==> config.mk <==
export PLATFORM = sky130hd
export DESIGN_NAME = sample_capture_fifo
export DESIGN_NICKNAME = d
export VERILOG_FILES = /design/src/rtl/sample_capture_fifo.sv
export SDC_FILE = /design/constraint.sdc
export NUM_CORES = 1
export LEC_CHECK = 0
export ABC_AREA = 1
export CAP_MARGIN = 20
export CORE_MARGIN = 1
export CORE_UTILIZATION = 55
export DETAILED_ROUTE_END_ITERATION = 6
export GPL_TIMING_DRIVEN = 0
export PLACE_DENSITY = 0.73
export SYNTH_ARGS = -nofsm -noshare
export SYNTH_HDL_FRONTEND = slang
export SYNTH_SLANG_ARGS = --single-unit
==> constraint.sdc <==
create_clock -name crypto_clk -period 6.78 [get_ports crypto_clk]
set_input_delay 0.678 -clock crypto_clk [delete_from_list [all_inputs] [get_ports crypto_clk]]
set_output_delay 0.678 -clock crypto_clk [all_outputs]
set_load 0.005 [all_outputs]
==> src/rtl/sample_capture_fifo.sv <==
// First-word-fall-through capture FIFO for DUT sample words, with occupancy,
// sticky overflow and saturating drop-count status for the host side.
module sample_capture_fifo #(
    parameter int pOUTPUT_W = 4,
    parameter int pCOEFF_W  = 23,
    parameter int pADDR_W   = 3
) (
    input  logic                            crypto_clk,
    input  logic                            reset_n,
    input  logic                            i_clear,
    input  logic                            i_valid,
    input  logic [pOUTPUT_W*pCOEFF_W-1:0]   i_samples,
    output logic                            o_ready,
    input  logic                            i_pop,
    output logic [pOUTPUT_W*pCOEFF_W-1:0]   o_samples,
    output logic                            o_empty,
    output logic                            o_full,
    output logic [pADDR_W:0]                o_count,
    output logic                            o_overflow,
    output logic [7:0]                      o_drop_cnt
);

    localparam int WORD_W = pOUTPUT_W * pCOEFF_W;
    localparam int DEPTH  = 2 ** pADDR_W;
    localparam logic [pADDR_W:0] FULL_CNT = {1'b1, {pADDR_W{1'b0}}};

    logic [WORD_W-1:0]  mem_q [DEPTH];
    logic [pADDR_W-1:0] wr_ptr_q, wr_ptr_d;
    logic [pADDR_W-1:0] rd_ptr_q, rd_ptr_d;
    logic [pADDR_W:0]   count_q, count_d;
    logic               overflow_q, overflow_d;
    logic [7:0]         drop_cnt_q, drop_cnt_d;

    logic empty, full, push, pop, drop;

    // Full/empty come only from the registered count, so a same-cycle pop
    // never frees a slot for a same-cycle push.
    assign empty = (count_q == '0);
    assign full  = (count_q == FULL_CNT);
    assign push  = i_valid && !full && !i_clear;
    assign drop  = i_valid &&  full && !i_clear;
    assign pop   = i_pop   && !empty && !i_clear;

    always_comb begin
        wr_ptr_d   = wr_ptr_q;
        rd_ptr_d   = rd_ptr_q;
        count_d    = count_q;
        overflow_d = overflow_q;
        drop_cnt_d = drop_cnt_q;
        if (i_clear) begin
            wr_ptr_d   = '0;
            rd_ptr_d   = '0;
            count_d    = '0;
            overflow_d = 1'b0;
            drop_cnt_d = '0;
        end else begin
            if (push) wr_ptr_d = wr_ptr_q + 1'b1;
            if (pop)  rd_ptr_d = rd_ptr_q + 1'b1;
            case ({push, pop})
                2'b10:   count_d = count_q + 1'b1;
                2'b01:   count_d = count_q - 1'b1;
                default: count_d = count_q;
            endcase
            if (drop) begin
                overflow_d = 1'b1;
                if (drop_cnt_q != 8'hFF) drop_cnt_d = drop_cnt_q + 8'd1;
            end
        end
    end

    always_ff @(posedge crypto_clk or negedge reset_n) begin
        if (!reset_n) begin
            wr_ptr_q   <= '0;
            rd_ptr_q   <= '0;
            count_q    <= '0;
            overflow_q <= 1'b0;
            drop_cnt_q <= '0;
        end else begin
            wr_ptr_q   <= wr_ptr_d;
            rd_ptr_q   <= rd_ptr_d;
            count_q    <= count_d;
            overflow_q <= overflow_d;
            drop_cnt_q <= drop_cnt_d;
        end
    end

    // Storage is not reset; stale entries are hidden by the empty gate.
    always_ff @(posedge crypto_clk) begin
        if (push) mem_q[wr_ptr_q] <= i_samples;
    end

    assign o_samples  = empty ? '0 : mem_q[rd_ptr_q];
    assign o_empty    = empty;
    assign o_full     = full;
    assign o_ready    = ~full;
    assign o_count    = count_q;
    assign o_overflow = overflow_q;
    assign o_drop_cnt = drop_cnt_q;

endmodule

==> metrics.md <==
| Metric | Value |
|---|---|
| Status | `finished, final reports clean` |
| Largest net degree at the start of global routing | `33` |
| Yosys warns | `0` |
| Worst setup path class | `flop to output pin` |
| Final worst-path setup slack | `2280 ps` |
| Routed Antenna Nets | `0` |
| Post-synth top area share | `74.4%` |
| #FFs+latches synth | `755` |
| Worst-Skew Late Latency | `610 ps` |
| Via count | `19795` |
| Fill cells | `3663` |
| Most used cell, CP | `clkbuf_1` |
| Via density per instance | `6.02` |
| CP max stage delay | `700 ps` |
| Ports | `205` |
| Initial core utilization | `56.1%` |
| HP Class | `flop to flop` |
| Nets | `2644` |
| Highest routed layer | `met5` |
| Die W | `234 µm` |
| Met3 routed WL | `6760 µm` |
| Slowest CP cell | `clkbuf_1` |
| Crit path time final | `4500 ps` |
| Fin cells | `3289` |
| Commonest non-fill, non-tap cell in the layout | `edfxtp_1` |
| Top achievable clock speed | `222 MHz` |
| CTS Buf Count | `76` |
| Top post-synthesis cells by area | `edfxtp_1, nor2_1, o21ai_0` |
| Final Hold Fails | `0` |
| GRT overflow | `0` |
| Longest Clk Path Bufs | `3` |
| Initial antenna violation count | `7` |
| Hold Path Depth | `1` |
| Actual slew at the worst max-slew pin | `1000 ps` |
| Post-DP HPWL | `48100 µm` |
| Max rail drop VDD | `0.230 mV` |
| Post-synthesis cell type count | `33` |
| Worst reg2reg setup slack | `3990 ps` |
| Clock Sinks | `755` |
| Clock Pin Slew Worst Setup and Hold Paths | `60 ps` |
| Die area | `54900 µm²` |
| GRT Resource Usage Total | `27.7%` |
| # rows | `84` |
| Final Skew | `18.6 ps` |
| Crit end category | `output pin` |
| Pwr Total | `13800 µW` |
| Leakage | `0.0118 µW` |
| Post-Place Cells | `3152` |
| WP data arrival | `3820 ps` |
| 1st-iter DRT viols | `2381` |
| Setup-failing EPs final | `0` |
| Wire per inst | `23.0 µm` |
| CP required | `6100 ps` |
| Max-slew violation count | `0` |
| I/O Buffers | `204` |
| Vias in the first global route | `19351` |
| Postcts setup bufs | `0` |
| Synthesized cell area | `29700 µm²` |
| Reg2reg path depth | `10` |
| Critical path launch point type | `flop` |
| Tcrit/Tclk final | `66.4%` |
| CTS tree | `yes` |
| Most frequent cells in the layout | `edfxtp_1, nor2_1, o21ai_0` |
| Final RePlAce weighted congestion | `0.830` |
| Yosys top cell by area | `edfxtp_1` |
| DRT Pass-1 Iters | `6` |
| DIE HEIGHT | `234 µm` |
| Clock H-tree levels | `3` |
| First-pass GRT wire length | `113000 µm` |
| Post-Place Setup Slack | `2810 ps` |
| Syn Area/Cell | `13.3 µm²` |
| DR DRC count | `0` |
| Worst relative slew slack | `33.2%` |
| Sequential cell area fraction in the yosys report | `76.0%` |
| Post-synthesis net count | `2337` |
| Area Overhead vs Synth | `19.7%` |
| Max FO, Critical Path | `10` |
| Gate count of the mapped netlist | `2235` |
| Unrepaired setup endpoints after global routing | `false` |
| PostCTS Resize Cnt | `0` |
| Layout cells sized above 1 | `8.16%` |
| Hold-fix buffers at CTS | `0` |
| Met2 WL | `37000 µm` |
| Power per Cell Area | `388 nW/µm²` |
| Maxcap violations | `0` |
| Core area | `53000 µm²` |
| CP Cell Sequence | `inv_2 > buf_2 > clkbuf_1 > clkbuf_1 > a31oi_1 > clkdlybuf4s50_1` |
| Met1 wire length | `29900 µm` |
| Root buf cell | `clkbuf_16` |
| Final WL | `75600 µm` |
-- cells in the mapped netlist --
library cell / instances
a21oi_1: 3
a31oi_1: 93
buf_1: 15
buf_12: 2
buf_2: 22
buf_4: 10
buf_6: 32
buf_8: 2
clkbuf_1: 68
clkbuf_2: 1
dfrtp_1: 19
edfxtp_1: 736
ha_1: 5
inv_1: 25
inv_2: 3
inv_8: 1
nand2_1: 32
nand2_2: 4
nand3_1: 14
nand3_2: 1
nand3b_1: 1
nand4_1: 2
nor2_1: 564
nor2_2: 2
nor2_4: 1
nor3_1: 4
o21a_1: 2
o21ai_0: 360
o21ai_1: 113
o22ai_1: 93
o31ai_1: 1
xnor2_1: 3
xor2_1: 1
-- cell type report --
class | count | area, µm² | share of cell area [%]
Clock buffer | 100 | 2110 | 5.93
Sequential cell | 755 | 22600 | 63.5
Timing Repair Buffer | 229 | 2560 | 7.20
Inverter | 29 | 116 | 0.327
Tap cell | 688 | 861 | 2.42
Multi-Input combinational cell | 1299 | 6130 | 17.3
Clock inverter | 33 | 246 | 0.694
Antenna cell | 4 | 10.0 | 0.0282
Buffer | 152 | 932 | 2.62
-- per-stage QoR --
step                hold slack [ps]  setup TNS (ps)  util [%]  cell area, µm²
detailed placement              481               0      62.6           33200
global placement                476        -1965380      61.5           32600
floorplan                       382               0         -           29700
global route                    529               0      67.1           35500
finish                          491               0      67.1           35500
CTS                             494               0      67.1           35500
-- critical path, delay by kind of cell (launching register included) --
kind / cells / cell delay [ps]
buf+inv: 5 / 2490
flops: 1 / 380
compound gates: 1 / 320
-- path summary, 6_finish.rpt --
| kind | startpoint | endpoint |
|---|---|---|
| max in group asynchronous | reset_n | wr_ptr_q[1] |
| max | rd_ptr_q[2] | o_samples[43] |
| min | o_overflow | o_overflow |
| max reg2reg | o_count[1] | mem_q[4][49] |
| min in group asynchronous | reset_n | o_drop_cnt[2] |
| min reg2reg | o_overflow | o_overflow |
-- metal layers --
layer  vias to the layer above  global-route usage (%)
li1                       8876                       -
met1                      9726                    37.8
met2                      1051                    45.3
met3                       136                    4.75
met4                         6                    9.44
met5                         -                       0
-- kinds of logic after synthesis --
logic type	share of synthesized area [%]
and+or+nand+nor	8.10
adders and majority gates	0.211
AOI/OAI and AO/OA	12.0
buffers and inverters	3.53
DFF	76.0
xor gates and xnor gates	0.118
-- report_power, final --
group | switching, µW | internal (µW) | total, µW
clock | 1680 | 2330 | 4010
combinational | 2660 | 1820 | 4470
sequential | 48.7 | 5260 | 5310
total | 4390 | 9400 | 13800
-- sequential cells by signal, indices dropped and copies added, names as in the netlist --
signal / flops
mem_q: 736
o_drop_cnt: 8
o_count: 4
rd_ptr_q: 3
wr_ptr_q: 3
o_overflow: 1
Note: power is estimated with default switching activity, not from simulation.
